`config.mk`:
```
export PLATFORM = sky130hd
export DESIGN_NAME = keypad_number_entry
export DESIGN_NICKNAME = d
export VERILOG_FILES = /design/src/rtl/keypad_number_entry.sv
export SDC_FILE = /design/constraint.sdc
export NUM_CORES = 1
export LEC_CHECK = 0
export ABC_AREA = 0
export CAP_MARGIN = 10
export CORE_MARGIN = 10
export CORE_UTILIZATION = 49
export DETAILED_ROUTE_END_ITERATION = 8
export HOLD_SLACK_MARGIN = 0.03
export PLACE_DENSITY = 0.8
export RECOVER_POWER = 25
export SLEW_MARGIN = 20
export SYNTH_ARGS = -nofsm -noshare
export SYNTH_HDL_FRONTEND = slang
export SYNTH_SLANG_ARGS = --single-unit
```
`constraint.sdc`:
```
create_clock -name clk_div -period 3.1 [get_ports clk_div]
set_clock_uncertainty 0.15 [all_clocks]
set_input_delay 0.62 -clock clk_div [delete_from_list [all_inputs] [get_ports clk_div]]
set_output_delay 0.62 -clock clk_div [all_outputs]
set_load 0.01 [all_outputs]
```
`src/rtl/keypad_number_entry.sv`:
```
// keypad_number_entry: builds a signed operand from keypad key events (optional idle timeout via NUM_ENTRY_TIMEOUT_EN)
module keypad_number_entry #(
  parameter int MAX_DIGITS = 4,
  parameter int WIDTH = 16
`ifdef NUM_ENTRY_TIMEOUT_EN
  , parameter int TIMEOUT_CYCLES = 5000
`endif
) (
  input  logic                    clk_div,
  input  logic                    rst,
  input  logic [3:0]              num,
  input  logic                    load_num,
  output logic [WIDTH-1:0]        result,
  output logic                    result_valid,
  output logic [4*MAX_DIGITS-1:0] entry_bcd,
  output logic [2:0]              entry_count,
  output logic                    entry_neg,
  output logic                    digit_drop
);
  localparam int BW = 4*MAX_DIGITS;
  typedef enum logic [1:0] {IDLE, ENTRY, DONE} state_t;
  state_t state, state_n;
  logic [BW-1:0] bcd_n;
  logic [2:0] count_n;
  logic neg_n, valid_n, drop_n, clr, timeout;
  logic [WIDTH-1:0] mag, mag_n, result_n;
`ifdef NUM_ENTRY_TIMEOUT_EN
  localparam int TW = $clog2(TIMEOUT_CYCLES + 1);
  logic [TW-1:0] idle_cnt;
  always_ff @(posedge clk_div)
    if (rst || load_num || state != ENTRY) idle_cnt <= '0;
    else idle_cnt <= idle_cnt + 1'b1;
  assign timeout = !load_num && state == ENTRY && idle_cnt == TW'(TIMEOUT_CYCLES - 1);
`else
  assign timeout = 1'b0;
`endif
  always_comb begin
    state_n = state;
    bcd_n = entry_bcd;
    count_n = entry_count;
    neg_n = entry_neg;
    mag_n = mag;
    result_n = result;
    valid_n = 1'b0;
    drop_n = 1'b0;
    clr = 1'b0;
    if (load_num) begin
      if (num <= 4'd9) begin
        if (state != ENTRY) begin
          bcd_n = BW'(num);
          count_n = 3'd1;
          mag_n = WIDTH'(num);
          state_n = ENTRY;
        end else if (entry_count < 3'(MAX_DIGITS)) begin
          bcd_n = (entry_bcd << 4) | BW'(num);
          count_n = entry_count + 3'd1;
          mag_n = (mag << 3) + (mag << 1) + WIDTH'(num);
        end else drop_n = 1'b1;
      end else if (num == 4'hA) begin
        // digits are already empty in IDLE/DONE, so a plain toggle covers every state
        neg_n = !entry_neg;
        state_n = ENTRY;
      end else if (num == 4'hB) begin
        if (state == ENTRY && entry_count != 3'd0) begin
          result_n = entry_neg ? -mag : mag;
          valid_n = 1'b1;
          clr = 1'b1;
          state_n = DONE;
        end
      end else if (num == 4'hC) begin
        clr = 1'b1;
        state_n = IDLE;
      end
    end else if (timeout) begin
      clr = 1'b1;
      state_n = IDLE;
    end
    if (clr) begin
      bcd_n = '0;
      count_n = 3'd0;
      neg_n = 1'b0;
      mag_n = '0;
    end
  end
  always_ff @(posedge clk_div)
    if (rst) begin
      state <= IDLE;
      entry_bcd <= '0;
      entry_count <= 3'd0;
      entry_neg <= 1'b0;
      mag <= '0;
      result <= '0;
      result_valid <= 1'b0;
      digit_drop <= 1'b0;
    end else begin
      state <= state_n;
      entry_bcd <= bcd_n;
      entry_count <= count_n;
      entry_neg <= neg_n;
      mag <= mag_n;
      result <= result_n;
      result_valid <= valid_n;
      digit_drop <= drop_n;
    end
endmodule
```
==> flow_metrics.py <==
metrics = {
    "floorplan": {
        "rows": 28,
        "core_region_area_sq_mm": 0.00603,
        "dieWidth_um": 99.2,
        "pin_count": 45,
        "start_util_pct": 51.1,
        "die_height_um": 99.2,
        "die_area_sq_mm": 0.00985,
    },
    "grt": {
        "grt_pass1_vias": 2808,
        "antenna_found_initial": 0,
        "grt_overflow": 0,
        "grt_start_max_net_pins": 31,
        "grt_util_all_layers_pct": 15.4,
        "grt_pass1_wl_mm": 13.0,
    },
    "placed_design": {
        "globalplace.congestion": 0.876,
        "dp_hpwl_mm": 5.80,
        "io_buffers": 44,
        "placedCellCount": 485,
    },
    "setup_path": {
        "crit_arrival_ns": 2.91,
        "crit_type": "input pin to register",
        "crit_path_start_kind": "input pin",
        "cp.required_ns": 3.17,
        "critPathCaptureType": "register",
        "worst-path-max-fanout": 2,
    },
    "synth": {
        "synth-seq-area-share_pct": 35.8,
        "synth_fp_nets": 392,
        "yosys-top-cells-area": "dfxtp_1 36%, ha_1 12%, nand2_1 5.9%",
        "synth_cell_types": 51,
        "synthArstFlopShare_pct": 0,
        "netlist_area_sq_mm": 0.00308,
        "ys_warn_count": 0,
        "netlist_instances": 354,
        "synth_top_area_share_pct": 35.8,
        "ys_dominant_reg_cell": "dfxtp_1",
        "synth_edf_count": 0,
        "postSynthAreaPerCell_sq_um": 8.69,
        "ys_ff_latch": 55,
        "synth_largest_area_cell": "dfxtp_1",
    },
    "final_layout": {
        "fin_util_pct": 63.8,
        "layout.nets": 457,
        "antenna_cells": 0,
        "area_growth_pct": 25.1,
        "fin_cells": 495,
        "drive_gt1_share_pct": 11.7,
    },
    "timing": {
        "slew_violations": 0,
        "setup_violations": 0,
        "min_period_over_period_pct": 91.7,
        "layout_min_cycle_time_ns": 2.84,
        "rsz0062_at_grt": "no",
        "tightest_slew_ns": 0.658,
        "hold_slack_ns": 0.304,
        "maxSlewHeadroom_pct": 56.1,
        "finalHoldViolCount": 0,
        "fmax_mhz": 352,
    },
    "clock_tree": {
        "cts_buffer_depth": 2,
        "cts_root_buffer": "clkbuf_8",
        "ctsHoldBuffers": 0,
        "clk_pin_slew_ns": 0.10,
        "cts.sinks": 55,
        "cts_buffers": 5,
        "cts_tree": "yes",
        "insertion_delay_ns": 0.31,
        "htree_num_levels": 2,
    },
    "pwr": {
        "ir_drop_mv": 0.266,
        "power.leakage_nw": 1.70,
        "total_power_mw": 1.34,
        "power_density_mw_per_mm2": 347,
    },
    "min_path": {
        "hold_path_class": "register to register",
    },
    "routing": {
        "drc": 0,
        "first_pass_iters": 5,
        "first_iter_violations": 215,
        "viasPerCell": 5.61,
        "routedWlPerCell_um": 15.1,
        "ant_nets": 0,
        "vias": 2778,
        "wirelength_mm": 7.47,
    },
    "job": {
        "max_cap_violations": 0,
    },
    "outcome": {
        "status": "finished clean",
    },
}
cell usage after synthesis (2+ instances only):
master / count
o31ai_1: 2
clkbuf_2: 2
nand2_1: 48
a21o_1: 4
o41ai_1: 2
xor2_1: 15
nand3b_1: 4
xnor2_1: 10
a31oi_1: 6
or3_1: 3
a22o_1: 4
nand3_1: 6
a211oi_1: 4
a21oi_1: 16
o21ai_0: 21
nor2_1: 36
o21a_1: 2
and2_1: 2
inv_1: 14
buf_6: 2
o211ai_1: 3
nor3_1: 6
ha_1: 29
nand2b_1: 3
clkbuf_1: 6
fa_1: 2
o21ai_1: 3
or3_4: 2
dfxtp_1: 55
nor2b_1: 3
a311oi_1: 2
a22oi_1: 18
through the flow:
step           cell area, sq um  setup slack, ns  setup TNS [ns]
2_1_floorplan              3080           0.0610               0
3_3_place_gp               3720           -0.519           -3.00
3_5_place_dp               3720           -0.533           -3.44
4_1_cts                    3830          0.00419               0
5_1_grt                    3850           0.0949               0
6_report                   3850            0.259               0
layer usage:
| layer | GRT usage, % | vias to the layer above | share of wire, % |
|---|---|---|---|
| met5 | 0 | - | 0 |
| met4 | 5.40 | 0 | 1.5 |
| met3 | 4.08 | 12 | 6.1 |
| met2 | 25.6 | 70 | 48 |
| met1 | 18.6 | 1303 | 45 |
| li1 | - | 1393 | - |
worst paths after layout:
kind                              startpoint    endpoint  slack [ns]  cells past startpoint
worst max register to register  entry_bcd[0]     mag[13]        0.31                     11
worst min register to register    result[13]  result[13]        0.30                      2
worst min-delay path              result[13]  result[13]        0.30                      2
worst max-delay path                  num[3]     mag[13]        0.26                     12
state kept, by name (all words and copies together) (netlist names):
signal and count:
entry_bcd 16, result 16, mag 15, entry_count 3, state 2, digit_drop 1, entry_neg 1, result_valid 1
cells in the final DEF (no fill, tap or decap), types with 4 or more instances in the layout:
master | netlist | layout
a22o_1 | 4 | 4
nand3b_1 | 4 | 4
a21oi_1 | 16 | 16
nor2_1 | 36 | 35
dlygate4sd3_1 | 0 | 22
dfxtp_1 | 55 | 55
inv_1 | 14 | 13
nor3_1 | 6 | 6
a21o_1 | 4 | 4
ha_1 | 29 | 29
a31oi_1 | 6 | 6
clkbuf_8 | 0 | 5
nand2_1 | 48 | 48
clkdlybuf4s50_1 | 0 | 21
nand3_1 | 6 | 6
a22oi_1 | 18 | 18
o21ai_0 | 21 | 21
a211oi_1 | 4 | 4
xor2_1 | 15 | 15
xnor2_1 | 10 | 10
buf_4 | 1 | 26
area by class of cell:
cell class              instances  area [sq um]
fillers                       511          2180
well taps                      75          93.8
inverters                      14          52.6
flip-flops and latches         55          1100
multi-input cells             273          1870
clock buffers                   5          68.8
repair buffers                 70           638
clock inverters                 3          18.8
critical path, stage by stage:
cell and delay [ns]:
dlymetal6s2s_1 0.12, inv_2 0.06, fa_1 0.56, inv_1 0.05, ha_1 0.27, a21o_1 0.14, nand4_1 0.16, a2111oi_2 0.37
buf_4 0.17, o41ai_2 0.07, xnor2_1 0.12, a22o_1 0.19
where the power goes:
part           switching, mW  internal [mW]  total [mW]
clock network          0.245          0.160       0.405
logic                  0.115         0.0888       0.204
registers             0.0108          0.716       0.727
cells by family (layout without fill, tap and decap cells):
logic type      Yosys count  count (layout)  share of synthesized area (%)
simple gates            123             123                           18.9
compound gates           93              93                           20.9
flops                    55              55                           35.8
fa+ha+maj                31              31                           13.1
buf+inv                  26              92                           3.90
xor+xnor                 25              25                           7.12
mux                       1               1                          0.325
what timing repair did:
action / CTS / global route
hold endpoints to repair: 0 / 0
buffers inserted: 1 / 1
cloned: 0 / 0
gates resized for setup: 5 / 2
setup endpoints to repair: 6 / 6
pin swaps: 4 / 3
Note: power is estimated with default switching activity, not from simulation.
